## src/rtl/arbiter_rr.sv

```systemverilog
// arbiter_rr: AHB-Lite multi-master bus arbiter.
//
// Picks the address-phase owner each cycle by HIGH, LOW or round-robin
// priority. It supports locked transfers and burst holding, and an optional
// tenure limit. The data-phase owner is registered.
//
// Ports
//   HCLK            in   bus clock
//   HRESET          in   synchronous active-high reset
//   HTRANS          in   2*MM per-master transfer type, master i at [2i+1:2i]
//   HMASTLOCK       in   MM per-master lock request
//   HREADY          in   shared bus ready
//   ARB_SEL         out  MM one-hot address-phase grant (combinational)
//   MASTER_SEL      out  binary index of ARB_SEL
//   ARB_SEL_PREV    out  MM one-hot data-phase owner (registered)
//   MASTER_SEL_PREV out  binary data-phase owner (registered)
//   HANDOVER        out  pulse one cycle after MASTER_SEL_PREV changes
module arbiter_rr #(
  parameter int    MM             = 4,
  parameter string ARBITRATION    = "RR",
  parameter int    DEFAULT_MASTER = 0,
  parameter int    TENURE_MAX     = 0
) (
  input  logic                  HCLK,
  input  logic                  HRESET,
  input  logic [2*MM-1:0]       HTRANS,
  input  logic [MM-1:0]         HMASTLOCK,
  input  logic                  HREADY,
  output logic [MM-1:0]         ARB_SEL,
  output logic [$clog2(MM)-1:0] MASTER_SEL,
  output logic [MM-1:0]         ARB_SEL_PREV,
  output logic [$clog2(MM)-1:0] MASTER_SEL_PREV,
  output logic                  HANDOVER
);

  localparam int MW = $clog2(MM);
  localparam int TW = (TENURE_MAX > 0) ? $clog2(TENURE_MAX + 1) : 1;
  localparam logic [MW-1:0] DEF_SEL = MW'(DEFAULT_MASTER);
  localparam logic [TW-1:0] TEN_SAT = (TENURE_MAX > 0) ? TW'(TENURE_MAX) : {TW{1'b1}};
  localparam logic [MM-1:0] ONE_HOT0 = {{(MM-1){1'b0}}, 1'b1};

  logic [MW-1:0] r_msel_prev;
  logic [MM-1:0] r_asel_prev;
  logic [MW-1:0] r_rr_ptr;
  logic [TW-1:0] r_tenure;
  logic          r_changed;
  logic          r_handover;

  logic [MM-1:0] w_req;
  logic [MM-1:0] w_others;
  logic [MM-1:0] w_elig;
  logic          w_owner_lock;
  logic          w_owner_cont;
  logic          w_hold;
  logic          w_limit;
  logic [MW-1:0] w_pick;
  logic [MW-1:0] w_sel;
  logic          w_fresh;

  // Request vector and the current owner's lock / continuation status.
  always_comb begin
    w_req        = '0;
    w_owner_lock = 1'b0;
    w_owner_cont = 1'b0;
    for (int i = 0; i < MM; i++) begin
      w_req[i] = HTRANS[2*i+1];
      if (r_msel_prev == MW'(i)) begin
        w_owner_lock = HMASTLOCK[i];
        w_owner_cont = HTRANS[2*i];  // BUSY or SEQ keeps the bus
      end
    end
  end

  assign w_hold   = w_owner_lock | w_owner_cont;
  assign w_others = w_req & ~r_asel_prev;
  // A master at its tenure limit steps aside only if someone else is waiting.
  assign w_limit  = (TENURE_MAX > 0) && (r_tenure == TW'(TENURE_MAX)) && (|w_others);
  assign w_elig   = w_limit ? w_others : w_req;

  always_comb begin
    int idx;
    w_pick = DEF_SEL;
    idx    = 0;
    if (ARBITRATION == "HIGH") begin
      for (int i = 0; i < MM; i++)
        if (w_elig[i]) w_pick = MW'(i);
    end else if (ARBITRATION == "LOW") begin
      for (int i = MM - 1; i >= 0; i--)
        if (w_elig[i]) w_pick = MW'(i);
    end else begin
      // Scan backwards so the requester closest to r_rr_ptr is written last.
      for (int k = MM - 1; k >= 0; k--) begin
        idx = int'(r_rr_ptr) + k;
        if (idx >= MM) idx = idx - MM;
        if (w_elig[idx]) w_pick = MW'(idx);
      end
    end
  end

  always_comb begin
    w_sel   = DEF_SEL;
    w_fresh = 1'b0;
    if (HRESET) begin
      w_sel = DEF_SEL;
    end else if (w_hold) begin
      w_sel = r_msel_prev;
    end else if (|w_req) begin
      w_sel   = w_pick;
      w_fresh = 1'b1;
    end
  end

  assign MASTER_SEL      = w_sel;
  assign ARB_SEL         = ONE_HOT0 << w_sel;
  assign MASTER_SEL_PREV = r_msel_prev;
  assign ARB_SEL_PREV    = r_asel_prev;
  assign HANDOVER        = r_handover;

  always_ff @(posedge HCLK) begin
    if (HRESET) begin
      r_msel_prev <= DEF_SEL;
      r_asel_prev <= ONE_HOT0 << DEF_SEL;
      r_rr_ptr    <= '0;
      r_tenure    <= '0;
      r_changed   <= 1'b0;
      r_handover  <= 1'b0;
    end else begin
      // HANDOVER lags the owner change by one edge.
      r_handover <= r_changed;
      r_changed  <= 1'b0;
      if (HREADY) begin
        r_msel_prev <= w_sel;
        r_asel_prev <= ARB_SEL;
        r_changed   <= (w_sel != r_msel_prev);
        if (w_fresh) begin
          r_rr_ptr <= (w_sel == MW'(MM - 1)) ? '0 : w_sel + 1'b1;
          if (w_sel == r_msel_prev) begin
            if (r_tenure != TEN_SAT) r_tenure <= r_tenure + 1'b1;
          end else begin
            r_tenure <= TW'(1);
          end
        end
      end
    end
  end

endmodule

```

## config.mk

```make
export PLATFORM = sky130hd
export DESIGN_NAME = arbiter_rr
export DESIGN_NICKNAME = d
export VERILOG_FILES = /design/src/rtl/arbiter_rr.sv
export SDC_FILE = /design/constraint.sdc
export NUM_CORES = 1
export LEC_CHECK = 0
export ABC_AREA = 1
export BUFFER_PORTS_ARGS = -buffer_cell sky130_fd_sc_hd__buf_2
export CAP_MARGIN = 0
export CORE_MARGIN = 2
export CORE_UTILIZATION = 48
export CTS_CLUSTER_DIAMETER = 120
export DETAILED_ROUTE_END_ITERATION = 8
export PLACE_DENSITY_LB_ADDON = 0.25
export SYNTH_ARGS = -nofsm -noshare
export SYNTH_HDL_FRONTEND = slang
export SYNTH_SLANG_ARGS = --single-unit
```

## constraint.sdc

```tcl
create_clock -name HCLK -period 2.3 [get_ports HCLK]
set_input_delay 0 -clock HCLK [delete_from_list [all_inputs] [get_ports HCLK]]
set_output_delay 0 -clock HCLK [all_outputs]
set_load 0.01 [all_outputs]
```

# After elaboration in Yosys (flattened, before gate mapping)
# Cells that the tools add are included.
# classes
addsub	8
order_cmp	8
n_eq_ne	5
n_shift	1
muxes	35
bitwise	2
reduce_logical	4
# ops
cell	n
32-bit by 4-bit < comparator with 1-bit output, second input constant	4
32-bit 2-to-1 mux	4
1-bit 2-to-1 mux	19
2-bit 2-to-1 mux	8
3-bit by 3-bit subtractor with 4-bit output, second input constant	3
3-bit greater-or-equal comparator, second input constant	3
1-bit binary-select mux with 2-bit select	4
2-bit by 2-bit adder with 3-bit output, second input constant	2
2-bit equality test, second input constant	3
4-bit OR reduction	1
1-bit by 2-bit left shift with 4-bit output, first input constant	1
2-bit by 3-bit subtractor with 4-bit output, second input constant	1
2-bit by 1-bit adder with 3-bit output, second input constant	1
2-bit by 3-bit greater-or-equal comparator with 1-bit output, second input constant	1
2-bit by 1-bit adder with 2-bit output, second input constant	1
2-bit by 1-bit equality test with 1-bit output, second input constant	1
2-bit logical NOT	1
2-bit inequality test	1
2-bit AND reduction	1
2-bit OR reduction	1
1-bit inverter	1
1-bit bitwise OR	1
# word_totals
regBits	10
elab_cells	68

# Depth between registers and ports, before layout
# logic_depth
word_depth	15
depth_mapped	16
depth_no_buf	15

# Worst setup path before layout
# OpenSTA, ideal clock, no wires.
# synth_timing
path_kind	register -> register
startpoint	register r_msel_prev[1], in the netlist MASTER_SEL_PREV[1]
endpoint	register r_rr_ptr[0]
setup_ps	123
arrival_ps	1649
slack_ps	528
stages_incl_launch_ff	15
cell_sequence	dfxtp_1 > inv_2 > nor2_1 > nand2_1 > nand3_2 > nand3_2 > a21oi_2 > nand2_1 > nand2_2 > nand2_2 > inv_1 > ha_1 > inv_1 > nand2_1 > o32ai_1
# synth_between
elab_chain_len	10
word_cells_on_any_way	21
# synth_rtl
element	line	source
from (decl)	42	logic [MW-1:0] r_msel_prev;
from (signal assigned)	132	r_msel_prev <= w_sel;
2-bit logical NOT	67	if (r_msel_prev == MW'(i)) begin
1-bit 2-to-1 mux (4 in a row)	67	
1-bit bitwise OR	74	assign w_hold = w_owner_lock | w_owner_cont;
2-bit 2-to-1 mux *	105	end else if (w_hold) begin
2-bit 2-to-1 mux *	103	if (HRESET) begin
net MASTER_SEL[1]	30	output logic [$clog2(MM)-1:0] MASTER_SEL,
2-bit equality test *	136	r_rr_ptr <= (w_sel == MW'(MM - 1)) ? '0 : w_sel + 1'b1;
2-bit 2-to-1 mux *	136	
to (signal assigned)	136	
to (decl)	44	logic [MW-1:0] r_rr_ptr;
# The timed path passes the listed nets; every way through them passes the cells marked *.
# A chain may end at the register's enable or synchronous reset.

# Worst setup path after layout
# layout_timing
startpoint	register r_rr_ptr[0]
endpoint	output port ARB_SEL[1]
# layout_between
elab_chain_len	14
word_cells_on_any_way	35
# layout_rtl
element	line	source
2-bit by 2-bit adder with 3-bit output	93	idx = int'(r_rr_ptr) + k;
3-bit by 3-bit subtractor with 4-bit output / 3-bit greater-or-equal comparator (equally long branches)	94	if (idx >= MM) idx = idx - MM;
32-bit 2-to-1 mux	94	
1-bit binary-select mux with 2-bit select	95	if (w_elig[idx]) w_pick = MW'(idx);
1-bit 2-to-1 mux (not written as such) (2 in a row)	95	
2-bit 2-to-1 mux (3 in a row)	95	
2-bit 2-to-1 mux *	95	
2-bit 2-to-1 mux *	107	end else if (|w_req) begin
2-bit 2-to-1 mux *	105	
2-bit 2-to-1 mux *	103	
1-bit by 2-bit left shift with 4-bit output *	114	assign ARB_SEL = ONE_HOT0 << w_sel;
to (decl)	29	output logic [MM-1:0] ARB_SEL,
# Mark *: on every way between the ends. The rest lies on a longest branch, timed or not. The select of a mux whose other input is x is not followed.

==> summary.md <==
| Metric | Value |
|---|---|
| Outcome | `completed` |
| Post-cts resize count | `0` |
| Clock Latency Late Sink | `0.27 ns` |
| Leak | `0.552 nW` |
| Largest net degree at the start of global routing | `12` |
| Fin crit period | `2.09 ns` |
| Clock Pin Slew Worst Setup and Hold Paths | `0.07 ns` |
| Most frequent cell on the critical path | `nand2_1` |
| Layout area overhead | `24.0%` |
| CP Launch Type | `register` |
| Critical-path top delay cell | `dfxtp_1` |
| Chip width | `44.3 um` |
| Fmax | `478 MHz` |
| Share of cells above drive strength 1 | `0.349` |
| Tcrit/Tclk final | `0.910` |
| Post-synth EDFFs | `0` |
| CP required | `2.30 ns` |
| Adder-Cell Fraction of Synth Area | `0.0643` |
| P per Cell Area | `533 mW/mm2` |
| Largest family of logic cells by synthesized area | `simple AND/OR/NAND/NOR gates` |
| Layout Cell Area excl Fill | `965 um2` |
| WL final | `1.69 mm` |
| Post-DR vias/cell | `4.96` |
| Per-cell routed wire length | `10.1 um` |
| Crit. End Element | `output pin` |
| I/O Buffers | `27` |
| Clock Root Buffer | `clkbuf_4` |
| Synthesized flop and latch total | `10` |
| Syn nets | `140` |
| Commonest cells in the netlist | `32 x nand2_1, 16 x inv_1, 13 x nor2_1` |
| Setup TNS | `0 ns` |
| Count leader, synth | `nand2_1` |
| GPL Wtd Cong | `0.880` |
| Worst path max stage delay | `0.56 ns` |
| Layout Nets | `172` |
| Initial DRC Count | `10` |
| Die Y | `44.3 um` |
| Peak VDD IR | `425 uV` |
| Warnings from Yosys | `0` |
| Cells after DPL | `162` |
| Yosys top cell area share | `0.257` |
| Post-Layout Cell Count | `168` |
| Slew HR | `0.740` |
| # IOs | `28` |
| HP Start | `HTRANS[6]` |
| Vias post-DR | `834` |
| Gr usage total | `0.216` |
| Final Hold Viols | `0` |
| Drt drc | `0` |
| Area contributors post-synth | `dfxtp_1 26%, nand2_1 15%, nand2_2 8.8%` |
| HPWL after detailed placement | `1.39 mm` |
| N_diodes | `0` |
| Post-synthesis compound-gate area fraction | `0.109` |
| Number of global-route vias before repair | `854` |
| # fillers | `132` |
| Drt pass-1 iters | `4` |
| CP Cell Sequence | `nand2_1, nand3_1, nand2_1, nand3_2, nand2_1, nand2_1, nand3_1, nand2_2, nand2_2, inv_1, ha_1, buf_2` |
| Cell taking the most area after synthesis | `dfxtp_1` |
| Total Power | `515 uW` |
| Max Buffers Root-to-Sink | `2` |
| Setup violations, final | `0` |
| Synth Area in Simple Gates | `0.434` |
| CP arrival | `2.09 ns` |
| TritonCTS buffer count | `3` |
| Multiplexer share of the synthesized area | `0` |
| CP Class | `register to output pin` |
| Placed inst area | `908 um2` |
| Max Cap Viol | `0` |
| Synth Area in XOR/XNOR | `0` |
| Pins Over Slew Limit | `0` |
| Initial Utilization | `0.517` |
| H-tree Lvls | `1` |
| WHS Path Cells | `6` |
| Fin util | `0.640` |
| Least-Margin Pin Slew | `0.389 ns` |
| GRT overflow | `0` |
| Crit Reg-Reg Startpoint | `r_rr_ptr[0]` |
| Post-Syn Area per Cell | `6.43 um2` |
| Worst r2r dst | `r_rr_ptr[0]` |
| Sequential area share after synthesis | `0.257` |
| Initial antenna violation count | `0` |
| Post-Synthesis Cells | `121` |
| First-pass GRT wire length | `3.20 mm` |
| Max Clock Skew | `0.00595 ns` |
| Cell area after synthesis | `778 um2` |
| Routed Antenna Nets | `0` |
| Worst R2R Path Depth | `13` |
| Async SR Flop Fraction | `0` |
| RSZ-0062 raised after global routing | `false` |
| Synth unique cells | `20` |
| Rows | `14` |
| Primary FF master, synth | `dfxtp_1` |
| Sequential cell area | `200 um2` |
| Hold WC Path Type | `input port to register` |
| Area of the core | `0.00151 mm2` |
| Multi-input combinational cell area | `473 um2` |
| CTS tree | `done` |
| Worst Hold End | `r_rr_ptr[0]` |
| R2r setup slk | `0.32 ns` |
| Die area | `0.00196 mm2` |
| Num Clock Sinks | `10` |
| CP max FO | `8` |
==> metrics by stage <==
step / hold slack, ns / setup slack, ns
3_3_place_gp: 0.213 / 0.392
6_report: 0.230 / 0.206
5_1_grt: 0.315 / 0.000311
3_5_place_dp: 0.222 / 0.347
2_1_floorplan: 0.0712 / 0.528
4_1_cts: 0.235 / 0.209
==> power breakdown <==
group	internal [mW]	switching, mW
Sequential	0.184	0.0110
Combinational	0.0631	0.0951
Clock	0.0963	0.0655
==> cell families (layout without fill, tap and decap cells) <==
group | Yosys count | in the layout
buf+inv | 22 | 53
flops | 10 | 10
fa+ha+maj | 4 | 4
simple gates | 72 | 72
compound gates | 13 | 13
==> timing repair <==
item                                    4_1_cts  5_1_grt
endpoints found under the setup margin        0        0
buffers inserted                              0        0
hold endpoints to repair                      4        0
hold buffers                                  2        0
==> how the worst max path moves through the flow <==
stage | depth (start not counted) | end | start
after detailed placement | 15 | r_rr_ptr[0] | r_rr_ptr[0]
after floorplan | 14 | r_rr_ptr[0] | MASTER_SEL_PREV[1]
final | 12 | ARB_SEL[1] | r_rr_ptr[0]
after global routing | 12 | ARB_SEL[1] | r_rr_ptr[0]
after CTS | 12 | ARB_SEL[1] | r_rr_ptr[0]
after global placement | 13 | r_rr_ptr[0] | r_rr_ptr[0]
==> sequential cells by signal, summed over array words and instances, names as in the netlist <==
name,count
ARB_SEL_PREV,4
r_rr_ptr,2
MASTER_SEL_PREV,2
r_changed,1
HANDOVER,1
==> final cells by class <==
type,count,area share
flip-flops and latches,10,0.208
well taps,16,0.0208
repair buffers,29,0.161
clock buffers,4,0.0376
inverters,20,0.0830
multi-input cells,89,0.490
==> cells in the final DEF (no fill, tap or decap) <==
cell,n
nand2_1,32
buf_2,27
inv_1,16
nor2_1,13
nand3_1,12
nand2_2,11
dfxtp_1,10
nand3_2,4
o21ai_0,4
ha_1,4
inv_2,3
clkbuf_4,3
a21oi_2,2
o21ai_1,2
dlygate4sd3_1,2
inv_6,1
o21ai_2,1
o21bai_1,1
a21oi_1,1
o31ai_1,1
o32ai_1,1
clkbuf_8,1
==> metal layers <==
metal,up-vias,track usage,share of wire
li1,440,-,-
met1,376,0.236,0.41
met2,13,0.412,0.54
met3,5,0.0245,0.031
met4,0,0.0970,0.025
met5,-,0,0
==> critical path: cells and delay by family (launching register included) <==
kind | cells | cell delay, ns
buffers and inverters | 2 | 0.27
adder cells (fa/ha/maj) | 1 | 0.20
flip-flops | 1 | 0.56
AND/OR/NAND/NOR | 9 | 0.79
Power figures use the tool's default switching activity.
